<file path="src/rtl/hdmi_clk_pkg.sv">
// Shared types for the HDMI PLL clock supervisor: FSM states and sticky
// fault codes reported to software.
package hdmi_clk_pkg;

  typedef enum logic [1:0] {
    WAIT_LOCK = 2'd0,
    STABILIZE = 2'd1,
    RUN       = 2'd2,
    FAULT     = 2'd3
  } state_t;

  localparam logic [1:0] FLT_NONE    = 2'b00;
  localparam logic [1:0] FLT_LOCK    = 2'b01;
  localparam logic [1:0] FLT_PERIOD  = 2'b10;
  localparam logic [1:0] FLT_TIMEOUT = 2'b11;

endpackage

</file>
<file path="src/rtl/hdmi_sync_edge.sv">
// Two-flop synchroniser for an asynchronous PLL signal, plus a rising-edge
// pulse derived from one extra history flop.
module hdmi_sync_edge (
  input  logic clk,
  input  logic rst_n,
  input  logic d,
  output logic q,
  output logic rise
);

  logic meta_r;
  logic sync_r;
  logic prev_r;

  // synchroniser chain and edge history
  always_ff @(posedge clk or negedge rst_n) begin
    if (!rst_n) begin
      meta_r <= 1'b0;
      sync_r <= 1'b0;
      prev_r <= 1'b0;
    end else begin
      meta_r <= d;
      sync_r <= meta_r;
      prev_r <= sync_r;
    end
  end

  assign q    = sync_r;
  assign rise = sync_r & ~prev_r;

endmodule

</file>
<file path="src/rtl/hdmi_clk_supervisor.sv">
// Holds the HDMI pipeline in reset until the PLL has been locked long enough,
// and pulls it back into reset on lock loss or a bad/dead CLKOS2 heartbeat.
module hdmi_clk_supervisor
  import hdmi_clk_pkg::*;
#(
  parameter int STABLE_CYCLES = 4800,
  parameter int TICK_MIN      = 900,
  parameter int TICK_MAX      = 1100,
  parameter int TICK_TIMEOUT  = 2047,
  parameter int TICK_W        = 12,
  parameter int MIN_RST       = 16,
  parameter int CNT_W         = 8
) (
  input  logic              clk,
  input  logic              rst_n,
  input  logic              pll_locked,
  input  logic              pll_tick,
  input  logic              clr_status,
  output logic              pix_rst_n,
  output logic              running,
  output logic [1:0]        fault_code,
  output logic [CNT_W-1:0]  loss_cnt,
  output logic [TICK_W-1:0] tick_period
);

  localparam int SCNT_W = (STABLE_CYCLES > 1) ? $clog2(STABLE_CYCLES) : 1;
  localparam int FCNT_W = (MIN_RST > 1) ? $clog2(MIN_RST) : 1;
  localparam logic [SCNT_W-1:0] STABLE_LAST  = SCNT_W'(STABLE_CYCLES - 1);
  localparam logic [FCNT_W-1:0] FAULT_LAST   = FCNT_W'(MIN_RST - 1);
  localparam logic [TICK_W-1:0] TICK_MIN_V   = TICK_W'(TICK_MIN);
  localparam logic [TICK_W-1:0] TICK_MAX_V   = TICK_W'(TICK_MAX);
  localparam logic [TICK_W-1:0] TICK_TOUT_V  = TICK_W'(TICK_TIMEOUT);

  logic              locked_s;
  logic              lock_edge_s;
  logic              tick_s;
  logic              tick_edge_s;
  logic              unused_sync_s;

  state_t            state_r;
  state_t            state_nxt_s;
  logic [SCNT_W-1:0] scnt_r;
  logic [SCNT_W-1:0] scnt_nxt_s;
  logic [FCNT_W-1:0] fcnt_r;
  logic [FCNT_W-1:0] fcnt_nxt_s;
  logic [TICK_W-1:0] pcnt_r;
  logic [TICK_W-1:0] pcnt_inc_s;
  logic              first_edge_r;
  logic [TICK_W-1:0] tick_period_r;
  logic              timeout_s;
  logic              period_bad_s;
  logic              stab_entry_s;
  logic              fault_set_s;
  logic [1:0]        fault_new_s;
  logic [1:0]        fault_code_r;
  logic [CNT_W-1:0]  loss_cnt_r;
  logic              pix_rst_n_r;
  logic              running_r;

  hdmi_sync_edge u_lock_sync (
    .clk   (clk),
    .rst_n (rst_n),
    .d     (pll_locked),
    .q     (locked_s),
    .rise  (lock_edge_s)
  );

  hdmi_sync_edge u_tick_sync (
    .clk   (clk),
    .rst_n (rst_n),
    .d     (pll_tick),
    .q     (tick_s),
    .rise  (tick_edge_s)
  );

  assign unused_sync_s = lock_edge_s ^ tick_s;

  // A tick edge landing on the timeout cycle is a valid heartbeat, not a timeout.
  assign pcnt_inc_s   = pcnt_r + TICK_W'(1);
  assign timeout_s    = (pcnt_r == TICK_TOUT_V) && !tick_edge_s;
  assign period_bad_s = tick_edge_s && !first_edge_r &&
                        ((pcnt_inc_s < TICK_MIN_V) || (pcnt_inc_s > TICK_MAX_V));
  assign stab_entry_s = (state_r == WAIT_LOCK) && locked_s;

  // next-state, counter and fault-recording decode
  always_comb begin
    state_nxt_s = state_r;
    scnt_nxt_s  = '0;
    fcnt_nxt_s  = '0;
    fault_set_s = 1'b0;
    fault_new_s = FLT_NONE;
    case (state_r)
      WAIT_LOCK: begin
        if (locked_s) state_nxt_s = STABILIZE;
        else          state_nxt_s = WAIT_LOCK;
      end
      STABILIZE: begin
        if (!locked_s) begin
          state_nxt_s = WAIT_LOCK;
        end else if (scnt_r == STABLE_LAST) begin
          state_nxt_s = RUN;
        end else begin
          scnt_nxt_s = scnt_r + SCNT_W'(1);
        end
      end
      RUN: begin
        if (!locked_s) begin
          state_nxt_s = FAULT;
          fault_set_s = 1'b1;
          fault_new_s = FLT_LOCK;
        end else if (timeout_s) begin
          state_nxt_s = FAULT;
          fault_set_s = 1'b1;
          fault_new_s = FLT_TIMEOUT;
        end else if (period_bad_s) begin
          state_nxt_s = FAULT;
          fault_set_s = 1'b1;
          fault_new_s = FLT_PERIOD;
        end else begin
          state_nxt_s = RUN;
        end
      end
      FAULT: begin
        if (fcnt_r == FAULT_LAST) state_nxt_s = WAIT_LOCK;
        else                      fcnt_nxt_s  = fcnt_r + FCNT_W'(1);
      end
      default: state_nxt_s = WAIT_LOCK;
    endcase
  end

  // state, counters and registered reset outputs
  always_ff @(posedge clk or negedge rst_n) begin
    if (!rst_n) begin
      state_r     <= WAIT_LOCK;
      scnt_r      <= '0;
      fcnt_r      <= '0;
      pix_rst_n_r <= 1'b0;
      running_r   <= 1'b0;
    end else begin
      state_r     <= state_nxt_s;
      scnt_r      <= scnt_nxt_s;
      fcnt_r      <= fcnt_nxt_s;
      pix_rst_n_r <= (state_nxt_s == RUN);
      running_r   <= (state_nxt_s == RUN);
    end
  end

  // heartbeat period measurement; a fresh lock attempt restarts it
  always_ff @(posedge clk or negedge rst_n) begin
    if (!rst_n) begin
      pcnt_r        <= '0;
      first_edge_r  <= 1'b1;
      tick_period_r <= '0;
    end else begin
      if (tick_edge_s) tick_period_r <= pcnt_inc_s;
      else             tick_period_r <= tick_period_r;
      if (stab_entry_s) begin
        pcnt_r       <= '0;
        first_edge_r <= 1'b1;
      end else if (tick_edge_s) begin
        pcnt_r       <= '0;
        first_edge_r <= 1'b0;
      end else if (pcnt_r != TICK_TOUT_V) begin
        pcnt_r       <= pcnt_inc_s;
        first_edge_r <= first_edge_r;
      end else begin
        pcnt_r       <= pcnt_r;
        first_edge_r <= first_edge_r;
      end
    end
  end

  // sticky status; a fault recorded alongside clr_status takes precedence
  always_ff @(posedge clk or negedge rst_n) begin
    if (!rst_n) begin
      fault_code_r <= FLT_NONE;
      loss_cnt_r   <= '0;
    end else if (fault_set_s) begin
      fault_code_r <= fault_new_s;
      if (clr_status)              loss_cnt_r <= CNT_W'(1);
      else if (loss_cnt_r != '1)   loss_cnt_r <= loss_cnt_r + CNT_W'(1);
      else                         loss_cnt_r <= loss_cnt_r;
    end else if (clr_status) begin
      fault_code_r <= FLT_NONE;
      loss_cnt_r   <= '0;
    end else begin
      fault_code_r <= fault_code_r;
      loss_cnt_r   <= loss_cnt_r;
    end
  end

  assign pix_rst_n   = pix_rst_n_r;
  assign running     = running_r;
  assign fault_code  = fault_code_r;
  assign loss_cnt    = loss_cnt_r;
  assign tick_period = tick_period_r;

endmodule

</file>
<file path="config.mk">
export PLATFORM = sky130hd
export DESIGN_NAME = hdmi_clk_supervisor
export DESIGN_NICKNAME = d
export VERILOG_FILES = /design/src/rtl/hdmi_clk_pkg.sv /design/src/rtl/hdmi_sync_edge.sv /design/src/rtl/hdmi_clk_supervisor.sv
export SDC_FILE = /design/constraint.sdc
export NUM_CORES = 1
export LEC_CHECK = 0
export ABC_AREA = 1
export ABC_CLOCK_PERIOD_IN_PS = 6450
export BUFFER_PORTS_ARGS = -buffer_cell sky130_fd_sc_hd__buf_4
export CORE_ASPECT_RATIO = 1.2
export CORE_UTILIZATION = 55
export CTS_BUF_LIST = sky130_fd_sc_hd__clkbuf_4
export DETAILED_ROUTE_END_ITERATION = 7
export PLACE_DENSITY = 0.78
export RECOVER_POWER = 50
export SLEW_MARGIN = 20
export SYNTH_ARGS = -nofsm -noshare
export SYNTH_HDL_FRONTEND = slang
export SYNTH_SLANG_ARGS = --single-unit
</file>
<file path="constraint.sdc">
create_clock -name clk -period 6.45 [get_ports clk]
set_clock_uncertainty 0.15 [all_clocks]
set_input_delay 0.645 -clock clk [delete_from_list [all_inputs] [get_ports clk]]
set_output_delay 0.645 -clock clk [all_outputs]
set_load 0.05 [all_outputs]
</file>
==> impl_results.md <==
* Status: complete, but fails checks
* Violated checks: capacitance limit, slew limit
* CORE AREA at 5260 um^2
* Antenna Violating Nets Remaining at 0
* DP Area at 3250 um^2
* First-pass GRT wire length at 10500 um
* GPL Wtd Cong at 0.825
* Final hold violations at 0
* Sequential fraction of the synthesis area at 0.501
* # resized after CTS at 0
* Die width at 69.4 um
* Ratio of cells with drive above 1 in the final layout at 0.176
* Post-synth top area cell: dfrtp_1
* CP max stage delay at 2.13 ns
* Worst EP required at 6.14 ns
* RSZ-0062 raised after global routing: false
* Syn Inst Count at 355
* CTS tree: built
* Clock sinks at 60
* Ant. Diodes at 0
* Least-Margin Pin Slew at 3.07 ns
* Post-DP HPWL at 4230 um
* Vias/cell at 5.25
* Clk root buf: clkbuf_4
* Tmin final at 3.12 ns
* Grt ovf at 0
* Cell area after layout at 3430 um^2
* Seq cells post-synth at 60
* Crit-path slowest cell: clkbuf_1
* PortBufs at 28
* CP max FO at 60
* Tcrit/Tclk final at 0.483
* Pre-antenna DRT Iters at 4
* Clock Path Buffers at 2
* Peak VDD IR at 0.000191 V
* DRT Wirelength at 5800 um
* Initial core utilization at 0.570
* Crit path max-delay family: buffers and inverters
* Syn_area_per_cell at 8.44 um^2
* I/O pins at 29
* Vias at 2391
* Total chip power at 0.000820 W
* WP buf/inv at 1
* Net Count, Synth at 365
* Wire per inst at 12.7 um
* F_max at 0.321 GHz
* Num CTS Buffers at 9
* Max-cap violation count at 1
* Multi-input gate area at 1290 um^2
* Leak at 1.76 nW
* Sequential Area at 1500 um^2
* Post-Syn Area at 3000 um^2
* Iter 0 DRT Violations at 128
* CP arrival at 2.81 ns
* Die area at 5750 um^2
* H-tree depth at 3
* YS warnings at 0
* FP Rows at 29
* Top cell type's share of synthesized area at 0.492
* Count of unique library cells instantiated by Yosys at 35
* Setup TNS at 0 ns
* Rel. slew slack at -1.05
* Worst Hold Class: reg2reg
* Post-CTS Setup Repair Bufs at 0
* Largest net degree at the start of global routing at 61
* GRT Util Overall at 0.233
* Critical path type: in2async
* Area contributors post-synth: dfrtp_1 49%, nand2_1 11%, inv_1 5.5%
* Initial antenna violation count at 0
* DRC Markers at 0
* Crit end category: async pin
* # nets final at 398
* Startpoint types: input pin
* Clock transition at path regs at 0.10 ns
* Clock latency on the worst-skew pair at 0.41 ns
* Final core occ at 0.652
* Max-slew violations at 61
* Hold_buf cts at 0
* Vias in the first global route at 2412
* Die H at 82.9 um
* Fillers at 439
* P&R area growth vs syn at 14.4%
* Final setup vio count at 0
* Cell Pwr Density at 239 nW/um^2
* Critical Path, Cell by Cell: clkbuf_1
## layout by cell type (no fill, tap or decap), types with 4 or more instances in the layout
master    Yosys  final
nand4_1       8      8
nor2_1       30     30
nor2_2        4      4
nand2_1      87     87
buf_4         1     25
a21oi_1      12     12
ha_1          5      5
dfrtp_1      59     59
xor2_1        7      7
o21ai_0      19     19
inv_1        44     44
nor3_1        9      9
nand3_1      24     24
clkbuf_4      0     13
nor3b_1       4      4
nand2_2       8      8
## per-layer routing
| metal | GRT usage | vias up | wire (um) |
|---|---|---|---|
| met1 | 0.277 | 1111 | 2460 |
| met2 | 0.383 | 43 | 2990 |
| met4 | 0.134 | 0 | 176 |
| li1 | - | 1222 | - |
| met3 | 0.0558 | 15 | 173 |
| met5 | 0 | - | 0 |
## per-stage QoR
stage | std cells | hold WS, ns | setup slack [ns]
2_1_floorplan | 355 | 0.181 | 4.37
3_3_place_gp | 439 | 0.183 | 4.26
3_5_place_dp | 439 | 0.186 | 4.08
4_1_cts | 455 | 0.148 | 4.07
5_1_grt | 455 | 0.181 | 2.62
6_report | 455 | 0.206 | 3.33
## power by group
part	leakage (nW)	internal, W	switching, W
clock network	0.101	0.000204	0.000134
registers	0.814	0.000390	0.0000128
logic	0.849	0.0000218	0.0000570
## final timing paths
kind,startpoint,endpoint,slack (ns),cells after the start
max in group clk,pcnt_r[1],state_r[0],4.09,11
min in group asynchronous,rst_n,tick_period[7],1.09,1
max,rst_n,tick_period[2],3.33,1
min reg2reg,u_tick_sync.meta_r,u_tick_sync.q,0.21,0
min,u_tick_sync.meta_r,u_tick_sync.q,0.21,0
max reg2reg,pcnt_r[1],state_r[0],4.09,11
## synthesized netlist by cell type, drive strengths merged
cell type   n
xor2        7
buf         2
dfrtp      59
o21a        1
inv        45
a21o        1
nor3        9
nand4       9
o22ai       1
a31oi       1
clkbuf      4
o21ai      21
nand3      29
nor2       36
dfstp       1
a21oi      12
nand3b      3
nor3b       4
nand2      97
xnor2       2
or2         3
ha          5
nor4        3
## cell type report
cell class              instances  share of cell area
flip-flops and latches         60               0.438
multi-input cells             244               0.377
repair buffers                 28              0.0602
inverters                      45              0.0492
clock inverters                 5              0.0292
clock buffers                  11              0.0241
well taps                      62              0.0226
## registers in the layout, indices dropped and copies added (netlist names)
register,flops
u_lock_sync.meta_r,1
tick_period,12
running,1
state_r,2
fcnt_r,4
u_tick_sync.meta_r,1
loss_cnt,8
u_lock_sync.q,1
fault_code,2
u_tick_sync.prev_r,1
pcnt_r,12
scnt_r,13
first_edge_r,1
u_tick_sync.q,1
## kinds of logic after synthesis
logic type                 share of synthesized area
and+or+nand+nor                                0.320
DFF                                            0.501
buffers and inverters                         0.0676
AOI/OAI and AO/OA                             0.0643
xor gates and xnor gates                      0.0263
adders and majority gates                     0.0209
Note: power is estimated with default switching activity, not from simulation.
